===== src/rtl/wb_queue_if.sv =====
// Producer-side push channel of the write-back queue.
// A transfer happens on a rising clk edge where wb_valid and wb_ready are both 1.
// The producer holds wb_reg/wb_data stable while wb_valid=1 and wb_ready=0.
// wb_ready does not depend on wb_valid.
interface wb_queue_if #(
  parameter int DW = 32,
  parameter int AW = 4
);
  logic          wb_valid;
  logic          wb_ready;
  logic [AW-1:0] wb_reg;
  logic [DW-1:0] wb_data;

  modport master (output wb_valid, output wb_reg, output wb_data, input wb_ready);
  modport slave  (input wb_valid, input wb_reg, input wb_data, output wb_ready);
endinterface


===== src/rtl/wb_queue.sv =====
// In-order write-back buffer feeding the register file's one-hot write port.
// It also offers a combinational forwarding lookup over pending results.
module wb_queue #(
  parameter int DEPTH = 4,
  parameter int DW    = 32,
  parameter int AW    = 4
) (
  input  logic                   clk,
  input  logic                   clr,
  wb_queue_if.slave              bus,
  input  logic                   rf_hold,
  output logic [(1<<AW)-1:0]     write,
  output logic [DW-1:0]          D,
  input  logic [AW-1:0]          fwd_reg,
  output logic                   fwd_hit,
  output logic [DW-1:0]          fwd_data,
  output logic [$clog2(DEPTH):0] count,
  output logic                   empty
);
  localparam int PW = $clog2(DEPTH);
  localparam int CW = PW + 1;
  localparam int NW = 1 << AW;
  localparam logic [CW-1:0] FULL = CW'(DEPTH);

  logic [AW-1:0] ent_reg   [DEPTH];
  logic [DW-1:0] ent_data  [DEPTH];
  logic          ent_valid [DEPTH];
  logic [PW-1:0] head, tail, idx;
  logic          push, pop;

  assign bus.wb_ready = (count < FULL);
  assign push  = bus.wb_valid & bus.wb_ready;
  assign pop   = (count != '0) & ~rf_hold;
  assign empty = (count == '0) && (write == '0);

  // Push and pop never target the same slot: push needs count<DEPTH and pop
  // needs count>0, so head==tail cannot occur when both fire.
  always_ff @(posedge clk or negedge clr) begin
    if (!clr) begin
      head  <= '0;
      tail  <= '0;
      count <= '0;
      write <= '0;
      D     <= '0;
      for (int i = 0; i < DEPTH; i++) begin
        ent_reg[i]   <= '0;
        ent_data[i]  <= '0;
        ent_valid[i] <= 1'b0;
      end
    end else begin
      if (push) begin
        ent_reg[tail]   <= bus.wb_reg;
        ent_data[tail]  <= bus.wb_data;
        ent_valid[tail] <= 1'b1;
        tail            <= tail + 1'b1;
      end
      if (pop) begin
        write           <= NW'(1) << ent_reg[head];
        D               <= ent_data[head];
        ent_valid[head] <= 1'b0;
        head            <= head + 1'b1;
      end else begin
        write <= '0;
      end
      case ({push, pop})
        2'b10:   count <= count + 1'b1;
        2'b01:   count <= count - 1'b1;
        default: count <= count;
      endcase
    end
  end

  // Output stage has lowest priority; scanning from head toward tail lets
  // each younger match overwrite the older one.
  always_comb begin
    fwd_hit  = 1'b0;
    fwd_data = '0;
    idx      = head;
    if (write[fwd_reg]) begin
      fwd_hit  = 1'b1;
      fwd_data = D;
    end
    for (int i = 0; i < DEPTH; i++) begin
      idx = head + i[PW-1:0];
      if (ent_valid[idx] && (ent_reg[idx] == fwd_reg)) begin
        fwd_hit  = 1'b1;
        fwd_data = ent_data[idx];
      end
    end
  end
endmodule


===== src/flat_wrapper.sv =====
// flat-port wrapper written by rule: the top's interface ports become plain ports
module wb_queue_flat 
#(
  parameter int DEPTH = 4,
  parameter int DW    = 32,
  parameter int AW    = 4
)
  (clk, clr, rf_hold, write, D, fwd_reg, fwd_hit, fwd_data, count, empty, bus_wb_valid, bus_wb_reg, bus_wb_data, bus_wb_ready);
  wb_queue_if #(.DW(DW), .AW(AW)) bus_i ();
  input  logic clk;
  input  logic clr;
  input  logic rf_hold;
  output logic [(1<<AW)-1:0] write;
  output logic [DW-1:0] D;
  input  logic [AW-1:0] fwd_reg;
  output logic fwd_hit;
  output logic [DW-1:0] fwd_data;
  output logic [$clog2(DEPTH):0] count;
  output logic empty;
  input wire logic [$bits(bus_i.wb_valid)-1:0] bus_wb_valid;
  input wire logic [$bits(bus_i.wb_reg)-1:0] bus_wb_reg;
  input wire logic [$bits(bus_i.wb_data)-1:0] bus_wb_data;
  output wire logic [$bits(bus_i.wb_ready)-1:0] bus_wb_ready;
  assign bus_i.wb_valid = bus_wb_valid;
  assign bus_i.wb_reg = bus_wb_reg;
  assign bus_i.wb_data = bus_wb_data;
  assign bus_wb_ready = bus_i.wb_ready;
  wb_queue #(.DEPTH(DEPTH), .DW(DW), .AW(AW)) u_core (.clk(clk), .clr(clr), .bus(bus_i), .rf_hold(rf_hold), .write(write), .D(D), .fwd_reg(fwd_reg), .fwd_hit(fwd_hit), .fwd_data(fwd_data), .count(count), .empty(empty));
endmodule

===== config.mk =====
export PLATFORM = sky130hd
export DESIGN_NAME = wb_queue_flat
export DESIGN_NICKNAME = d
export VERILOG_FILES = /design/src/rtl/wb_queue_if.sv /design/src/rtl/wb_queue.sv /design/src/flat_wrapper.sv
export SDC_FILE = /design/constraint.sdc
export NUM_CORES = 1
export LEC_CHECK = 0
export CORE_MARGIN = 2
export CORE_UTILIZATION = 50
export DETAILED_ROUTE_END_ITERATION = 8
export PLACE_DENSITY = 0.74
export SYNTH_ARGS = -nofsm -noshare
export SYNTH_HDL_FRONTEND = slang
export SYNTH_SLANG_ARGS = --single-unit

===== constraint.sdc =====
create_clock -name clk -period 5.74 [get_ports clk]
set_input_delay 0.574 -clock clk [delete_from_list [all_inputs] [get_ports clk]]
set_output_delay 0.574 -clock clk [all_outputs]
set_load 0.02 [all_outputs]

=== After elaboration in Yosys (flattened, before gate mapping) ===
Cells that the tools add are included.
W data, S select, Z words.

* Add/sub/neg operators: 6
* Multipliers: 0
* Div/mod/pow operators: 0
* Magnitude comparators: 9
* Equal/unequal tests: 6
* Shifts and indexed selects: 1
* Muxes and demuxes: 62
* Bitwise logic cells: 11
* Reductions and logical operators: 11

{| class="wikitable"
|+ Operators by type and width
! cell !! number
|-
| $mux W32 || 14
|-
| $bmux W32 S2 || 4
|-
| $bwmux W128 || 1
|-
| $demux W32 S2 || 1
|-
| $mux W4 || 11
|-
| $bmux W4 S2 || 4
|-
| $bwmux W16 || 1
|-
| $eq A4 B4 Y1 || 4
|-
| $logic_not A16 Y1 || 1
|-
| $mux W1 || 16
|-
| $mux W16 || 1
|-
| $shl A1 B4 Y16 const A || 1
|-
| $ge A3 B3 Y1 const B || 5
|-
| $not A2 Y3 || 5
|-
| $bmux W1 S2 || 4
|-
| $demux W4 S2 || 1
|-
| $logic_and A1 B1 Y1 || 7
|-
| $lt A3 B1 Y1 const B || 2
|-
| $pmux W3 S2 || 1
|-
| $lt A4 B5 Y1 const B || 1
|-
| $add A2 B1 Y2 const B || 2
|-
| $add A2 B2 Y2 const B || 2
|-
| $and A4 B4 Y4 || 1
|-
| $bmux W1 S4 || 1
|-
| 13 further kinds || 15
|}

* Flip-flop bits (word level): 203
* Bits in latches: 0
* Bits in writable memories: 0
* Bits in read-only memories: 0
* Input port bits: 44
* Logic and storage cells: 123
* Memories: 0

=== Longest topological paths before layout ===
* Depth in word-level cells: 10
* Gate-level depth with buffers: 13

=== Least setup slack after synthesis ===
OpenSTA, ideal clock, no wires.

* Path kind: flip-flop to output port
* From: reg u_core.head[0]
* To: out fwd_data[21]
* Data arrival time: 3120 ps
* Path slack: 2046 ps
* Cell stages (with the launch flop): 12
* Path through: dfrtp_1 -> buf_6 -> inv_1 -> ha_1 -> buf_4 -> mux2i_1 -> xor2_1 -> o2111a_1 -> o21a_2 -> clkbuf_1 -> a2111oi_2 -> o31ai_1

{| class="wikitable"
|+ RTL lines
! what !! RTL line !! text
|-
| start, declared || wb_queue.sv:28 || <nowiki>logic [PW-1:0] head, tail, idx;</nowiki>
|-
| start signal, assigned || wb_queue.sv:61 || <nowiki>head <= head + 1'b1;</nowiki>
|-
| $add A2 B2 Y2 (*) || wb_queue.sv:84 || <nowiki>idx = head + i[PW-1:0];</nowiki>
|-
| via u_core.idx[0] || wb_queue.sv:28 ||
|-
| $not A2 Y3 (not written as such) (*) || wb_queue.sv:85, wb_queue.sv:87 ||
|-
| $bmux W4 S2 || wb_queue.sv:85 || <nowiki>if (ent_valid[idx] && (ent_reg[idx] == fwd_reg)) begin</nowiki>
|-
| $mux W4 (not written as such) (2 in series) || wb_queue.sv:85 ||
|-
| $eq A4 B4 Y1 || wb_queue.sv:85 ||
|-
| $logic_and A1 B1 Y1 || wb_queue.sv:85 ||
|-
| $mux W32 (*) || wb_queue.sv:85 ||
|-
| end, declared || flat_wrapper.sv:17 || <nowiki>output logic [DW-1:0] fwd_data;</nowiki>
|}

The timed path passes the listed nets; every way through them passes the cells marked *. The select of a mux whose other input is x is not followed.

=== Worst setup path after layout ===
* From: reg u_core.head[1]
* To: out fwd_data[0]

* Longest elaborated chain between the ends: 10

{| class="wikitable"
|+ Ends and longest elaborated chain
! what !! RTL line
|-
| $add A2 B1 Y2 / $not A2 Y3 (equally long branches) || wb_queue.sv:84, wb_queue.sv:85, wb_queue.sv:87
|-
| $not A2 Y3 (not written as such) / $bmux W4 S2 (equally long branches) || wb_queue.sv:85, wb_queue.sv:87
|-
| $bmux W4 S2 / $mux W4 (equally long branches) || wb_queue.sv:85
|-
| $mux W4 (not written as such) || wb_queue.sv:85
|-
| $mux W4 (not written as such) / $eq A4 B4 Y1 (equally long branches) || wb_queue.sv:85
|-
| $eq A4 B4 Y1 / $logic_and A1 B1 Y1 (equally long branches) || wb_queue.sv:85
|-
| $logic_and A1 B1 Y1 / $mux W32 (equally long branches) || wb_queue.sv:85
|-
| $mux W32 (2 in series) || wb_queue.sv:85
|-
| $mux W32 (*) || wb_queue.sv:85
|}

Mark *: on every way between the ends. The rest lies on a longest branch, timed or not. The select of a mux whose other input is x is not followed.

==> impl_metrics.csv <==
group,metric,value,unit
clocking,cts_resized,0,
logic_synthesis,yosys-top-cells-count,"dfrtp_1, mux2_2, mux4_2",
timing,setup_slack,292,ps
timing,finalHoldViolCount,0,
worst_setup_path,path_delay_family,"buffers and inverters",
floorplan,core,0.0267,mm2
detailed_routing,drtIter0Drc,956,
place,io_buffers,129,
power_and_ir_drop,p_leak,6.16,nW
place,place_hpwl,22000,um
timing,finClkSkew,8.92,ps
worst_setup_path,required,5170,ps
place,place_area,0.0150,mm2
timing,rsz0062_at_grt,"no",
logic_synthesis,syn_area_per_cell,12.9,um2
power_and_ir_drop,power_frac_clock,13.8,%
clocking,cts-root-buf,"clkbuf_16",
detailed_routing,via_count,9851,
detailed_routing,top_layer_used,"met5",
timing,slew-limit-headroom,31.5,%
layout,final_area,0.0158,mm2
layout,regMostFlops,"u_core.ent_data",
global_route,first_global_vias,9992,
worst_setup_path,worstPathMaxFanout,49,
job,cap_violations,0,
power_and_ir_drop,internal-power,6.63,mW
clocking,clk_path_buf_depth,3,
layout,num_antenna_cells,0,
logic_synthesis,synthCells,1045,
worst_setup_path,critPathBufInv,4,
detailed_routing,viasPerCell,6.63,
layout,areaGrowthSynthToFinish,17.1,%
clocking,cts.htree.levels,1,
detailed_routing,dr_wl_met3,2740,um
power_and_ir_drop,power_switching,4.62,mW
detailed_routing,drt-met1-wl,14400,um
timing,finalCriticalPeriod,5450,ps
power_and_ir_drop,p_total,11.2,mW
layout,largest_reg_flops,128,
logic_synthesis,synth_nets,1099,
worst_setup_path,critPathCaptureType,"output pin",
worst_setup_path,start_kind,"flip-flop",
detailed_routing,wl_met2,17200,um
floorplan,die_x,168,um
power_and_ir_drop,p_comb_share,60.4,%
timing,tightest_slew,1030,ps
clocking,cts.hold.buffers_added,0,
logic_synthesis,synth-edff-count,0,
timing,max_freq,184,MHz
global_route,grt_util_all_layers,25.4,%
floorplan,rows,60,
place,place_ws,892,ps
logic_synthesis,synth_top_area_share,37.7,%
place,place_congestion,0.783,
logic_synthesis,synth_cell_type_count,54,
layout,fin_nets,1183,
timing,finalSetupTns,0,ps
global_route,grt_first_pass_wirelength,56600,um
timing,setup_viol_count_final,0,
detailed_routing,drc_errors,0,
power_and_ir_drop,p_sw_share,41.1,%
logic_synthesis,synth_area_leaders,"dfrtp_1, mux4_2, mux2_2, o21ai_0, a2111oi_2",
hold_path,worstHoldPathType,"in2async",
global_route,grt_max_degree,147,
logic_synthesis,async_flop_share,100,%
floorplan,die_area,0.0283,mm2
worst_setup_path,slowest_delay,710,ps
global_route,grt_antenna_before_repair,1,
clocking,cts_buffers,24,
layout,drive_gt1_share,35.8,%
logic_synthesis,yosys_warnings,0,
clocking,post_cts_buffers,0,
logic_synthesis,synth-main-ff-cell,"dfrtp_1",
power_and_ir_drop,seq_power_share,25.8,%
logic_synthesis,synth_area,0.0135,mm2
layout,largestRegisters,"u_core.ent_data x128, u_core.D x32",
run_status,status,"complete, no violations",
logic_synthesis,synthMostInstantiatedCell,"dfrtp_1",
worst_setup_path,crit_path_frequent_cell,"buf_4",
floorplan,die_h,168,um
detailed_routing,dr.pass1.iters,5,
worst_setup_path,path_class,"reg2out",
global_route,grt_overflow,0,
timing,layout_worst_path_cycle_share,94.9,%
floorplan,start_util,50.4,%
detailed_routing,wl_per_cell,23.7,um
power_and_ir_drop,irDropWorstVdd,0.491,mV
worst_setup_path,crit_arrival,4870,ps
clocking,clock_sinks,203,
worst_setup_path,slowest_stage,"clkdlybuf4s50_1",
floorplan,ioPinCount,130,
worst_setup_path,crit_chain,"buf_4 -> buf_4 -> mux4_2 -> xnor2_2 -> a2111oi_4 -> and2b_2 -> buf_12 -> a2111oi_0 -> o31ai_1 -> clkdlybuf4s50_1",
logic_synthesis,ys_ff_latch,203,
logic_synthesis,yosysTopAreaCell,"dfrtp_1",
clocking,cts_tree,"yes",
timing,drv_slew,0,
detailed_routing,routed_wl,35300,um
detailed_routing,drtAntennaViolNets,0,
clocking,path_clk_slew,60,ps
logic_synthesis,synth-seq-area-share,37.7,%
power_and_ir_drop,power_density,712,mW/mm2
clocking,insertion_delay,530,ps
## path summary, 6_finish.rpt
kind,startpoint,to,slack (ps),depth (start not counted)
min in group clk,u_core.count[0],u_core.count[0],530,1
worst max-delay path,u_core.head[1],fwd_data[0],290,10
max in group asynchronous,clr,u_core.ent_data[124],4220,3
worst min register to register,u_core.count[0],u_core.count[0],530,1
worst min-delay path,clr,u_core.D[17],110,1
worst max register to register,u_core.head[1],u_core.write[0],3070,7
## layer usage
layer	global-route usage, %	up-vias
met5	0	-
met4	7.42	2
met3	4.63	75
met2	41.9	416
met1	34.6	5099
li1	-	4259
## kinds of logic (layout without fill, tap and decap cells)
| kind of cell | after synthesis | in the layout | share of synthesized area, % |
|---|---|---|---|
| multiplexers | 303 | 303 | 36.7 |
| flip-flops | 203 | 203 | 37.7 |
| AO/OA/AOI/OAI | 189 | 189 | 11.8 |
| AND/OR/NAND/NOR | 170 | 170 | 5.91 |
| buffers and inverters | 143 | 243 | 5.07 |
| XOR/XNOR | 27 | 27 | 1.87 |
| adder cells (fa/ha/maj) | 10 | 10 | 0.984 |
## stage by stage
step	utilization (%)	std cells	hold WS, ps
after floorplan	-	1045	278
after global placement	56.1	1444	527
after detailed placement	56.1	1444	518
after CTS	59.0	1486	156
after global routing	59.0	1486	179
final	59.0	1486	109
## power by group through the flow
stage          Clock (mW)  Sequential [mW]  Combinational [mW]
6_report             1.55             2.90                6.79
5_1_grt              1.64             3.01                7.27
4_1_cts              1.58             2.87                6.82
3_5_place_dp            0             2.89                6.78
3_3_place_gp            0             2.82                6.66
2_1_floorplan           0             2.80                4.99
## placed cells by master, fill, tap and decap left out, drive strengths merged, types with 28 or more instances in the layout
master / count
o21ai: 68
clkdlybuf4s50: 128
buf: 28
inv: 44
a2111oi: 32
a311oi: 32
nand2: 78
nor3: 33
clkbuf: 36
mux4: 138
dfrtp: 203
mux2: 147
o31ai: 31
## final cells by class
type,count,area (um2)
fill,2144,10900
multi-input combinational,699,7770
sequential,203,5090
timing repair buffer,157,1530
clock buffer,35,713
tap,341,427
inverter,44,165
clock inverter,7,85.1
(Power assumes the default switching activity.)
